**config.mk**
```make
export PLATFORM = sky130hd
export DESIGN_NAME = fetch_stage
export DESIGN_NICKNAME = d
export VERILOG_FILES = /design/src/rtl/fetch_stage_pkg.sv /design/src/rtl/fetch_pc_reg.sv /design/src/rtl/fetch_stage.sv
export SDC_FILE = /design/constraint.sdc
export NUM_CORES = 1
export LEC_CHECK = 0
export CAP_MARGIN = 20
export CORE_MARGIN = 2
export CORE_UTILIZATION = 25
export CTS_CLUSTER_SIZE = 25
export DETAILED_ROUTE_END_ITERATION = 16
export PLACE_DENSITY_LB_ADDON = 0.3
export SYNTH_ARGS = -nofsm -noshare
export SYNTH_HDL_FRONTEND = slang
export SYNTH_SLANG_ARGS = --single-unit
```
**constraint.sdc**
```tcl
create_clock -name clk -period 4.6 [get_ports clk]
set_clock_uncertainty 0.05 [all_clocks]
set_input_delay 0.92 -clock clk [delete_from_list [all_inputs] [get_ports clk]]
set_output_delay 0.92 -clock clk [all_outputs]
set_load 0.03 [all_outputs]
```
**src/rtl/fetch_stage_pkg.sv**
```systemverilog
// Shared constants for the fetch stage: instruction width, default NOP encoding and FSM encodings.
package fetch_stage_pkg;

  localparam int unsigned INSTR_WIDTH = 32;

  // addi x0, x0, 0
  localparam logic [INSTR_WIDTH-1:0] NOP_INSTR_DEFAULT = 32'h0000_0013;

  localparam logic [2:0] ST_IDLE = 3'd0;
  localparam logic [2:0] ST_REQ  = 3'd1;
  localparam logic [2:0] ST_WAIT = 3'd2;
  localparam logic [2:0] ST_HOLD = 3'd3;
  localparam logic [2:0] ST_TRAP = 3'd4;

endpackage

```
**src/rtl/fetch_pc_reg.sv**
```systemverilog
// Architectural PC register with synchronous reset, load enable and optional word-alignment masking.
module fetch_pc_reg #(
  parameter int unsigned            DATA_WIDTH = 32,
  parameter logic [DATA_WIDTH-1:0]  RESET_PC   = '0,
  parameter bit                     ALIGN      = 1'b1
) (
  input  logic                  clk,
  input  logic                  rst,
  input  logic                  load_en,
  input  logic [DATA_WIDTH-1:0] pc_in,
  output logic [DATA_WIDTH-1:0] pc_out
);

  logic [DATA_WIDTH-1:0] pc_d;
  logic [DATA_WIDTH-1:0] pc_q;

  always_comb begin
    pc_d = pc_in;
    if (ALIGN) begin
      pc_d = {pc_in[DATA_WIDTH-1:2], 2'b00};
    end
  end

  always_ff @(posedge clk) begin
    if (rst) begin
      pc_q <= RESET_PC;
    end else if (load_en) begin
      pc_q <= pc_d;
    end
  end

  assign pc_out = pc_q;

endmodule

```
**src/rtl/fetch_stage.sv**
```systemverilog
// Instruction-fetch controller: one outstanding imem request, valid/ready hand-off to decode.
// Define MISALIGN_TRAP_EN to trap on a misaligned retire target instead of masking it.
module fetch_stage
  import fetch_stage_pkg::*;
#(
  parameter int unsigned                DATA_WIDTH = 32,
  parameter logic [DATA_WIDTH-1:0]      RESET_PC   = '0,
  parameter logic [INSTR_WIDTH-1:0]     NOP_INSTR  = NOP_INSTR_DEFAULT
) (
  input  logic                    clk,
  input  logic                    rst,
  input  logic [DATA_WIDTH-1:0]   pc_next,
  output logic [DATA_WIDTH-1:0]   pc_current,
  output logic                    imem_req_valid,
  input  logic                    imem_req_ready,
  output logic [DATA_WIDTH-1:0]   imem_addr,
  input  logic                    imem_rsp_valid,
  input  logic [INSTR_WIDTH-1:0]  imem_rsp_data,
  output logic                    instr_valid,
  input  logic                    instr_ready,
  output logic [INSTR_WIDTH-1:0]  instr,
  output logic [DATA_WIDTH-1:0]   instr_pc,
  output logic [31:0]             retired_count,
  output logic                    misalign_trap
);

  logic [2:0]             state_q;
  logic [INSTR_WIDTH-1:0] instr_q;
  logic [DATA_WIDTH-1:0]  instr_pc_q;
  logic [31:0]            count_q;
  logic                   retire;
  logic                   pc_load;

  assign retire = (state_q == ST_HOLD) && instr_ready;

`ifdef MISALIGN_TRAP_EN
  localparam bit PcAlign = 1'b0;
  logic misaligned;
  logic trap_q;

  assign misaligned = (pc_next[1:0] != 2'b00);
  // A trapping retire leaves the PC on the retiring instruction.
  assign pc_load    = retire && !misaligned;

  always_ff @(posedge clk) begin
    if (rst) begin
      trap_q <= 1'b0;
    end else if (retire && misaligned) begin
      trap_q <= 1'b1;
    end
  end

  assign misalign_trap = trap_q;
`else
  localparam bit PcAlign = 1'b1;
  assign pc_load       = retire;
  assign misalign_trap = 1'b0;
`endif

  fetch_pc_reg #(
    .DATA_WIDTH (DATA_WIDTH),
    .RESET_PC   (RESET_PC),
    .ALIGN      (PcAlign)
  ) u_pc_reg (
    .clk     (clk),
    .rst     (rst),
    .load_en (pc_load),
    .pc_in   (pc_next),
    .pc_out  (pc_current)
  );

  always_ff @(posedge clk) begin
    if (rst) begin
      state_q    <= ST_IDLE;
      instr_q    <= NOP_INSTR;
      instr_pc_q <= RESET_PC;
      count_q    <= 32'd0;
    end else begin
      unique case (state_q)
        ST_IDLE: state_q <= ST_REQ;
        ST_REQ: begin
          if (imem_req_ready) begin
            state_q <= ST_WAIT;
          end
        end
        ST_WAIT: begin
          if (imem_rsp_valid) begin
            instr_q    <= imem_rsp_data;
            instr_pc_q <= pc_current;
            state_q    <= ST_HOLD;
          end
        end
        ST_HOLD: begin
          if (instr_ready) begin
            count_q <= count_q + 32'd1;
            instr_q <= NOP_INSTR;
`ifdef MISALIGN_TRAP_EN
            state_q <= misaligned ? ST_TRAP : ST_REQ;
`else
            state_q <= ST_REQ;
`endif
          end
        end
`ifdef MISALIGN_TRAP_EN
        ST_TRAP: state_q <= ST_TRAP;
`endif
        default: state_q <= ST_IDLE;
      endcase
    end
  end

  assign imem_req_valid = (state_q == ST_REQ);
  assign imem_addr      = pc_current;
  assign instr_valid    = (state_q == ST_HOLD);
  assign instr          = instr_q;
  assign instr_pc       = instr_pc_q;
  assign retired_count  = count_q;

endmodule
```
### Word-level counts from Yosys, hierarchy flattened

Index checks and enable logic that the tools add are counted.

* add/sub/neg operators: 1
* reductions and logical operators: 7
* muxes and demuxes: 7
* eq/ne operators: 6

Operators by type and width (number)
* $mux W32: 2
* $pmux W32 S2: 1
* $add A32 B1 Y32 const B: 1
* $pmux W3 S4: 1
* $mux W3: 3
* $eq A3 B2 Y1 const B: 2
* $reduce_and A3 Y1: 2
* $ne A2 B1 Y1 const B: 2
* $reduce_and A2 Y1: 2
* $eq A3 B1 Y1 const B: 1
* $logic_not A3 Y1: 1
* $ne A2 B2 Y1 const B: 1
* $reduce_bool A2 Y1: 1
* $logic_and A1 B1 Y1: 1

* output and inout bits: 163
* register bits after elaboration: 127
* word-level logic and storage cells: 26
* bits of input ports: 69

### Logic depth before layout (Yosys ltp)

Gate-level depths: netlist of run 1.

* word-level depth: 3
* depth in mapped cells: 8
* depth with buffers taken out: 6

### Modules after synthesis

A second synthesis of run 1 with hierarchy kept.

* cell total of the unflattened synthesis: 619
* area total of the unflattened synthesis: 5330.1 um^2

Modules (own cells, without submodules)
* fetch_stage: cells an instance 519, seq. area each 1961.9 um^2, times used 1, area each 4215.3 um^2
* fetch_pc_reg: cells an instance 100, seq. area each 600.6 um^2, times used 1, area each 1114.8 um^2

### Least setup slack after synthesis of run 1

Ideal clock, no wire load.

* path type: register to register
* start point: register state_q[1]
* end point: register count_q[28], in the netlist retired_count[28]
* arrival time: 2272 ps
* cell stages (with the launch flop): 7
* library setup time: 70 ps
* slack: 2207 ps
* clock period less this slack: 2393 ps
* required time: 4480 ps
* path buffers: 1
* cell sequence: dfxtp_1 -> ha_1 -> buf_2 -> nand4_2 -> or4_1 -> or4_1 -> a21oi_1

* longest elaborated chain between the ends: 2

Ends and longest elaborated chain
* start, declared: line fetch_stage.sv:27 `logic [2:0] state_q;`
* start signal, assigned: line fetch_stage.sv:74 `state_q <= ST_IDLE;`
* start signal, assigned: line fetch_stage.sv:80 `ST_IDLE: state_q <= ST_REQ;`
* start signal, assigned: line fetch_stage.sv:83 `state_q <= ST_WAIT;`
* $eq A3 B2 Y1
* named net instr_valid: line fetch_stage.sv:19 `output logic instr_valid,`
* $reduce_and A2 Y1 (no line)
* end signal, assigned: line fetch_stage.sv:95 `count_q <= count_q + 32'd1;`
* end, declared: line fetch_stage.sv:30 `logic [31:0] count_q;`

The timed path passes the listed nets, and every way through them passes these cells.
A chain may end at the register's enable or synchronous reset.

### Worst setup path in the final report of run 1

* start point: register state_q[1]
* end point: output instr_valid

* longest elaborated chain between the ends: 1

Ends and longest elaborated chain
* $eq A3 B2 Y1: line fetch_stage.sv:114 `assign instr_valid = (state_q == ST_HOLD);`
* end, declared: line fetch_stage.sv:19

Every way passes these cells.

==> summary.json, run 1 <==
{
  "clock_network": {
    "tritoncts_num_sinks": 126,
    "postCtsSetupBuffers": 0,
    "htree_levels": 4,
    "path_clk_slew_ps": 50,
    "worstSkewPairLatency_ps": 400,
    "cts_hold_buf": 0,
    "cts-resized-gates": 0,
    "tritoncts_clock_tree": "yes",
    "root_buffer": "sky130_fd_sc_hd__clkbuf_16",
    "cts-buffers-inserted": 17,
    "ctsLongestPathBuffers": 2
  },
  "critical_path": {
    "worstPathBufferInverterCount": 1,
    "crit_start_category": "flip-flop",
    "worst-path-max-fanout": 12,
    "critical_path.max_stage_delay_ps": 800,
    "cp_slowest_cell": "sky130_fd_sc_hd__clkdlybuf4s50_1",
    "crit_arrival_ps": 2020,
    "critical-path-top-delay-family": "buffers and inverters",
    "critPathRequiredTime_ps": 3630,
    "cp-end-kind": "output pin",
    "critPathKind": "reg2out",
    "timing.critical_path.cells": "ha_1 -> clkdlybuf4s50_1"
  },
  "synthesis": {
    "post_synth_and_or_nand_nor_area_fraction": 0.2510,
    "synth-seq-area-share": 0.4823,
    "muxShareOfSynthArea": 0.002153,
    "synth-seq-cells": 126,
    "dominant_combinational_cell_family_by_area_after_synthesis": "simple AND/OR/NAND/NOR gates",
    "ys_warn_count": 0,
    "synth_enable_flop_cells": 0,
    "synth_compound_area_frac": 0.1373,
    "postSynth.asyncResetShare": 0,
    "synth_fa_ha_area_frac": 0.009569,
    "ys_types": 40,
    "synth_cells": 643,
    "avgSynthCellArea_um2": 8.134,
    "xor_xnor_share_of_the_synthesized_area": 0.02010,
    "synth.cell_area_um2": 5230,
    "yosys_most_used_dff": "sky130_fd_sc_hd__dfxtp_1"
  },
  "die": {
    "die_height_um": 148.6,
    "placeableCoreArea_um2": 20360,
    "floorplan.die_area_um2": 22090,
    "io_pins": 232,
    "placement_rows": 52,
    "floorplan.initialDensity": 0.2568,
    "die_w_um": 148.6
  },
  "detailed_routing": {
    "drt_first_pass_iters": 4,
    "drt_drc_violations_left": 0,
    "via_density_per_instance": 4.541,
    "drt.antenna.violating_nets": 0,
    "wire_length_per_cell_after_detailed_routing_um": 14.50,
    "initialDrtViolationCount": 192,
    "via_count": 5000,
    "routed_wirelength_mm": 15.97
  },
  "grt": {
    "grt_start_max_net_pins": 68,
    "antenna_violations_before_repair": 0,
    "number_of_global_route_vias_before_repair": 4567,
    "grt_first_pass_wirelength_mm": 24.52,
    "grt_util_all_layers": 0.1403,
    "globalRouteOverflowTotal": 0
  },
  "layout": {
    "area_occupied_by_multi_input_gates_um2": 2223,
    "most_common_cell_after_layout_fill_and_taps_aside": "sky130_fd_sc_hd__clkdlybuf4s50_1",
    "area_growth_pct": 52.82,
    "final_cells": 1101,
    "final_util": 0.3925,
    "layout.nets": 891,
    "mostFrequentLayoutCells": "221 x sky130_fd_sc_hd__clkdlybuf4s50_1, 166 x sky130_fd_sc_hd__nand2_1, 126 x sky130_fd_sc_hd__dfxtp_1, 108 x sky130_fd_sc_hd__a21oi_1, 36 x sky130_fd_sc_hd__nand4_1",
    "layout.cell_area.non_filler_um2": 7993,
    "num-fill-cells": 2108,
    "num_antenna_cells": 0,
    "seqCellArea_um2": 2522,
    "fraction_of_final_layout_cells_with_drive_strength_greater_than_1": 0.05535
  },
  "pwr": {
    "leakage_uw": 0.002577,
    "powerDensity_nw_per_um2": 398.3,
    "irDropWorstVdd_mv": 0.2097
  },
  "sta": {
    "period_needed_ps": 2990,
    "maxSlewHeadroom": 0.3808,
    "timing.setup.tns_ps": 0,
    "drv_slew": 0,
    "grt_setup_unrepaired": "false",
    "setup_violations": 0,
    "fin_crit_sh": 0.6500,
    "worstMarginPinSlew_ps": 927.8,
    "finalHoldViolations": 0,
    "max_clock_freq_mhz": 334.5
  },
  "place": {
    "buffers_on_ports": 222,
    "place_congestion": 0.7378,
    "dp.cells": 1069,
    "postPlaceCellArea_um2": 7423,
    "dp_hpwl_mm": 10.69
  },
  "outcome": {
    "status": "finished clean"
  },
  "hold_path": {
    "holdCritPathClass": "reg2reg"
  },
  "flow_run": {
    "drv.max_cap_violation_count": 0
  }
}
## final timing paths
| path | startpoint | end | slack, ps | cells past startpoint |
|---|---|---|---|---|
| setup reg to reg | state_q[1] | retired_count[17] | 1860 | 5 |
| hold / removal | instr[19] | instr[19] | 400 | 2 |
| hold reg to reg | instr[19] | instr[19] | 400 | 2 |
| setup / recovery | state_q[1] | instr_valid | 1610 | 2 |
## registers in the layout, summed over array words and instances, names as in the netlist
name             flops
instr               32
u_pc_reg.pc_out     30
instr_pc            30
retired_count       32
state_q              2
## cell usage after synthesis, types with 3 or more instances
cell type / instances / area, µm²
sky130_fd_sc_hd__and4_1: 3 / 26.28
sky130_fd_sc_hd__or3_1: 4 / 25.02
sky130_fd_sc_hd__ha_1: 4 / 50.05
sky130_fd_sc_hd__o21bai_1: 3 / 22.52
sky130_fd_sc_hd__nand2_1: 166 / 623.1
sky130_fd_sc_hd__nand2b_1: 4 / 25.02
sky130_fd_sc_hd__nor2_1: 13 / 48.80
sky130_fd_sc_hd__nor3_1: 7 / 35.03
sky130_fd_sc_hd__nand4_1: 36 / 225.2
sky130_fd_sc_hd__or4_1: 14 / 105.1
sky130_fd_sc_hd__a21oi_1: 108 / 540.5
sky130_fd_sc_hd__o21ai_0: 5 / 25.02
sky130_fd_sc_hd__nor2b_1: 4 / 25.02
sky130_fd_sc_hd__buf_2: 3 / 15.01
sky130_fd_sc_hd__xnor2_1: 8 / 70.07
sky130_fd_sc_hd__nand3_1: 7 / 35.03
sky130_fd_sc_hd__nor4_1: 4 / 25.02
sky130_fd_sc_hd__inv_1: 10 / 37.54
sky130_fd_sc_hd__xor2_1: 4 / 35.03
sky130_fd_sc_hd__buf_4: 37 / 277.8
sky130_fd_sc_hd__o31ai_1: 11 / 82.58
sky130_fd_sc_hd__clkbuf_1: 40 / 150.1
sky130_fd_sc_hd__dfxtp_1: 126 / 2522
## stage by stage
stage | power (µW) | hold WS, ps | setup WS, ps
floorplan | 1644 | 495.4 | 2207
global placement | 1917 | 387.9 | 1248
detailed placement | 1921 | 393.1 | 1217
CTS | 3236 | 401.0 | 1550
global route | 3334 | 419.7 | 1480
finish | 3184 | 396.0 | 1610
## metal layers
layer | global-route usage | wire (µm) | share of wire
met1 | 0.1759 | 7141 | 0.45
met2 | 0.2275 | 7461 | 0.47
met3 | 0.04049 | 996 | 0.062
met4 | 0.05571 | 367 | 0.023
met5 | 0 | 0 | 0
## cells by family (layout without fill, tap and decap cells)
family | after synthesis | count (layout)
simple gates | 273 | 273
compound gates | 133 | 133
flops | 126 | 126
buf+inv | 93 | 275
xor+xnor | 12 | 12
fa+ha+maj | 4 | 4
other cells | 1 | 7
mux | 1 | 1
## cell type report
| cell class | count | share of cell area |
|---|---|---|
| Inverter | 10 | 0.004696 |
| Tap cell | 270 | 0.04227 |
| Sequential cell | 126 | 0.3156 |
| Clock inverter | 10 | 0.01440 |
| Timing Repair Buffer | 233 | 0.2880 |
| Multi-Input combinational cell | 430 | 0.2782 |
| Clock buffer | 22 | 0.05683 |
## power by group
part	switching, µW	internal, µW
clock network	487	811
logic	429	258
registers	44.6	1150
## worst register-to-register path, stage by stage (launching register included)
cell and delay (ps):
sky130_fd_sc_hd__dfxtp_1 370, sky130_fd_sc_hd__ha_1 450, sky130_fd_sc_hd__nand3_1 300, sky130_fd_sc_hd__or4_1 830, sky130_fd_sc_hd__or4_1 500, sky130_fd_sc_hd__a21oi_1 160
No activity file was read; power rests on OpenSTA's default activity.
==> inputs of run 2 (changes only) <==
==> constraint.sdc (replaced) <==
create_clock -name clk -period 2.7 [get_ports clk]
set_clock_uncertainty 0.05 [all_clocks]
set_input_delay 0.54 -clock clk [delete_from_list [all_inputs] [get_ports clk]]
set_output_delay 0.54 -clock clk [all_outputs]
set_load 0.03 [all_outputs]
==> summary.json, run 2 (synthesized netlist as in run 1, its figures left out) <==
{
  "die": {
    "die_height": {"value": 148.6, "unit": "µm", "change": "unchanged"},
    "floorplan.die_area": {"value": 22090, "unit": "µm²", "change": "unchanged"},
    "die_w": {"value": 148.6, "unit": "µm", "change": "unchanged"},
    "placement_rows": {"value": 52, "change": "unchanged"},
    "io_pins": {"value": 232, "change": "unchanged"},
    "floorplan.initialDensity": {"value": 0.2568, "change": "unchanged"},
    "placeableCoreArea": {"value": 20360, "unit": "µm²", "change": "unchanged"}
  },
  "sta": {
    "drv_slew": {"value": 0, "change": "unchanged"},
    "fin_crit_sh": 0.9224,
    "max_clock_freq_mhz": 401.5,
    "period_needed_ps": 2490,
    "setup_violations": {"value": 0, "change": "unchanged"},
    "worstMarginPinSlew": {"value": 694.2, "unit": "ps", "change": "-233.6 ps"},
    "finalHoldViolations": {"value": 0, "change": "unchanged"},
    "timing.setup.tns": {"value": 0, "unit": "ps", "change": "unchanged"},
    "setup_slack": {"value": 209.5, "unit": "ps", "change": "-1401 ps"},
    "grt_setup_unrepaired": "false",
    "maxSlewHeadroom": {"value": 0.5372, "change": "+0.1564"}
  },
  "hold_path": {
    "whs_endpoint": "instr[19]",
    "hold_start": "instr[19]",
    "holdCritPathClass": "reg2reg",
    "hold_depth": {"value": 2, "change": "unchanged"}
  },
  "detailed_routing": {
    "routed_wirelength": {"value": 16.18, "unit": "mm", "change": "+1.3%"},
    "drt.antenna.violating_nets": {"value": 0, "change": "unchanged"},
    "via_density_per_instance": {"value": 4.599, "change": "+1.3%"},
    "wire_length_per_cell_after_detailed_routing": {"value": 14.59, "unit": "µm", "change": "+0.60%"},
    "drt_drc_violations_left": {"value": 0, "change": "unchanged"},
    "initialDrtViolationCount": {"value": 200, "change": "+4.2%"},
    "drt_first_pass_iters": {"value": 4, "change": "unchanged"},
    "via_count": {"value": 5100, "change": "+2.0%"}
  },
  "critical_path": {
    "ff2ff_setup_slack": {"value": 410, "unit": "ps", "change": "-1450 ps"},
    "cp-startpoint": "state_q[1]",
    "worst_r2r_endpoint": "retired_count[28]",
    "critPathRequiredTime": {"value": 2110, "unit": "ps", "change": "-1520 ps"},
    "crit_arrival": {"value": 1900, "unit": "ps", "change": "-120 ps"},
    "worst-path-max-fanout": {"value": 7, "change": "-5"},
    "crit_start_category": "flip-flop",
    "timing.reg2reg.worst_path_depth": {"value": 4, "change": "-1"},
    "r2r-start": "retired_count[16]",
    "critPathKind": "reg2out",
    "cp-end-kind": "output pin"
  },
  "pwr": {
    "clock_share_of_power": {"value": 0.454, "change": "+0.046"},
    "switch_share": {"value": 0.2855, "change": "-0.01610"},
    "total_switching_power": {"value": 1701, "unit": "µW", "change": "+77%"},
    "irDropWorstVdd": {"value": 0.3822, "unit": "mV", "change": "+82%"},
    "share_comb_of_total_power": {"value": 0.203, "change": "-0.013"},
    "power.internal": {"value": 4258, "unit": "µW", "change": "+91%"},
    "p_seq_frac": {"value": 0.343, "change": "-0.034"},
    "powerDensity": {"value": 725.0, "unit": "nW/µm²", "change": "+82%"},
    "totalPowerFinal": {"value": 5959, "unit": "µW", "change": "+87%"},
    "leakage": {"value": 0.002692, "unit": "µW", "change": "+4.5%"}
  },
  "grt": {
    "number_of_global_route_vias_before_repair": {"value": 4768, "change": "+4.4%"},
    "grt_util_all_layers": {"value": 0.1443, "change": "+0.003963"},
    "globalRouteOverflowTotal": {"value": 0, "change": "unchanged"},
    "grt_start_max_net_pins": {"value": 60, "change": "-12%"},
    "antenna_violations_before_repair": {"value": 0, "change": "unchanged"},
    "grt_first_pass_wirelength": {"value": 25.18, "unit": "mm", "change": "+2.7%"}
  },
  "layout": {
    "fraction_of_final_layout_cells_with_drive_strength_greater_than_1": {"value": 0.06913, "change": "+0.01377"},
    "mostFrequentLayoutCells": "221 x sky130_fd_sc_hd__clkdlybuf4s50_1, 166 x sky130_fd_sc_hd__nand2_1, 126 x sky130_fd_sc_hd__dfxtp_1, 108 x sky130_fd_sc_hd__a21oi_1, 36 x sky130_fd_sc_hd__nand4_1",
    "num_antenna_cells": {"value": 0, "change": "unchanged"},
    "area_growth_pct": 57.15,
    "most_common_cell_after_layout_fill_and_taps_aside": "sky130_fd_sc_hd__clkdlybuf4s50_1",
    "layout.nets": {"value": 899, "change": "+0.90%"}
  },
  "clock_network": {
    "ctsLongestPathBuffers": {"value": 2, "change": "unchanged"},
    "cts-resized-gates": {"value": 0, "change": "unchanged"},
    "worstSkewPairLatency": {"value": 410, "unit": "ps", "change": "about the same"},
    "cts_hold_buf": {"value": 0, "change": "unchanged"},
    "root_buffer": "sky130_fd_sc_hd__clkbuf_16",
    "cts-buffers-inserted": {"value": 17, "change": "unchanged"},
    "tritoncts_clock_tree": "yes",
    "htree_levels": {"value": 4, "change": "unchanged"},
    "tritoncts_num_sinks": {"value": 126, "change": "unchanged"},
    "path_clk_slew": {"value": 60, "unit": "ps", "change": "about the same"},
    "postCtsSetupBuffers": {"value": 0, "change": "unchanged"}
  },
  "place": {
    "placement.setup.worst_slack": {"value": 160.4, "unit": "ps", "change": "-1057 ps"},
    "buffers_on_ports": {"value": 222, "change": "unchanged"},
    "dp_hpwl": {"value": 11.00, "unit": "mm", "change": "+2.9%"},
    "place_congestion": {"value": 0.7415, "change": "+0.50%"}
  },
  "flow_run": {
    "drv.max_cap_violation_count": {"value": 0, "change": "unchanged"}
  },
  "outcome": {
    "status": "finished clean"
  }
}
==> run 2: cell count changes in the layout (fill, tap and decap cells not counted), sizes merged <==
| cell | before | now |
|---|---|---|
| buf | 12 | 20 |
| bufinv | 2 | 6 |
| clkbuf | 22 | 20 |
| clkinvlp | 3 | 1 |
| clkinv | 5 | 4 |
| inv | 10 | 11 |
==> run 2: worst max-delay path: stages, from the launching register on <==
cell	delay, ps
sky130_fd_sc_hd__dfxtp_1	390
sky130_fd_sc_hd__ha_1	330
sky130_fd_sc_hd__clkdlybuf4s50_1	770
==> run 2: final cells by class <==
| type | count | area [µm²] |
|---|---|---|
| inverter | 10 | 37.54 |
| tap | 270 | 337.8 |
| timing repair buffer | 241 | 2400 |
| sequential | 126 | 2522 |
| multi-input combinational | 430 | 2223 |
| clock inverter | 12 | 231.5 |
| fill | 2076 | 12150 |
| clock buffer | 20 | 466.7 |
==> run 2: worst max path at each step <==
stage,endpoint,slack [ps]
floorplan,retired_count[28],310
global placement,retired_count[27],170
detailed placement,retired_count[27],160
CTS,instr_valid,140
global route,instr_valid,100
finish,instr_valid,210
==> run 2: layer usage <==
metal	routed length, µm	GRT usage	up-vias
met3	1092	0.04509	22
met5	0	0	-
met1	7120	0.1784	2392
met2	7689	0.2356	155
li1	-	-	2531
met4	277	0.05476	0
==> run 2: power by group through the flow <==
stage | registers [µW] | clock network [µW] | logic [µW]
after floorplan | 2260 | 0 | 539
after global placement | 2080 | 0 | 1220
after detailed placement | 2090 | 0 | 1220
after CTS | 2050 | 2780 | 1230
after global routing | 2060 | 2860 | 1310
final | 2050 | 2700 | 1210
==> run 2: through the flow <==
| stage | cells | hold slack, ps | area [µm²] | utilization |
|---|---|---|---|---|
| 2_1_floorplan | 649 | 495.4 | 5253 | - |
| 3_3_place_gp | 1077 | 389.3 | 7521 | 0.3693 |
| 3_5_place_dp | 1077 | 393.3 | 7521 | 0.3693 |
| 4_1_cts | 1109 | 402.0 | 8219 | 0.4036 |
| 5_1_grt | 1109 | 418.8 | 8219 | 0.4036 |
| 6_report | 1109 | 398.0 | 8219 | 0.4036 |
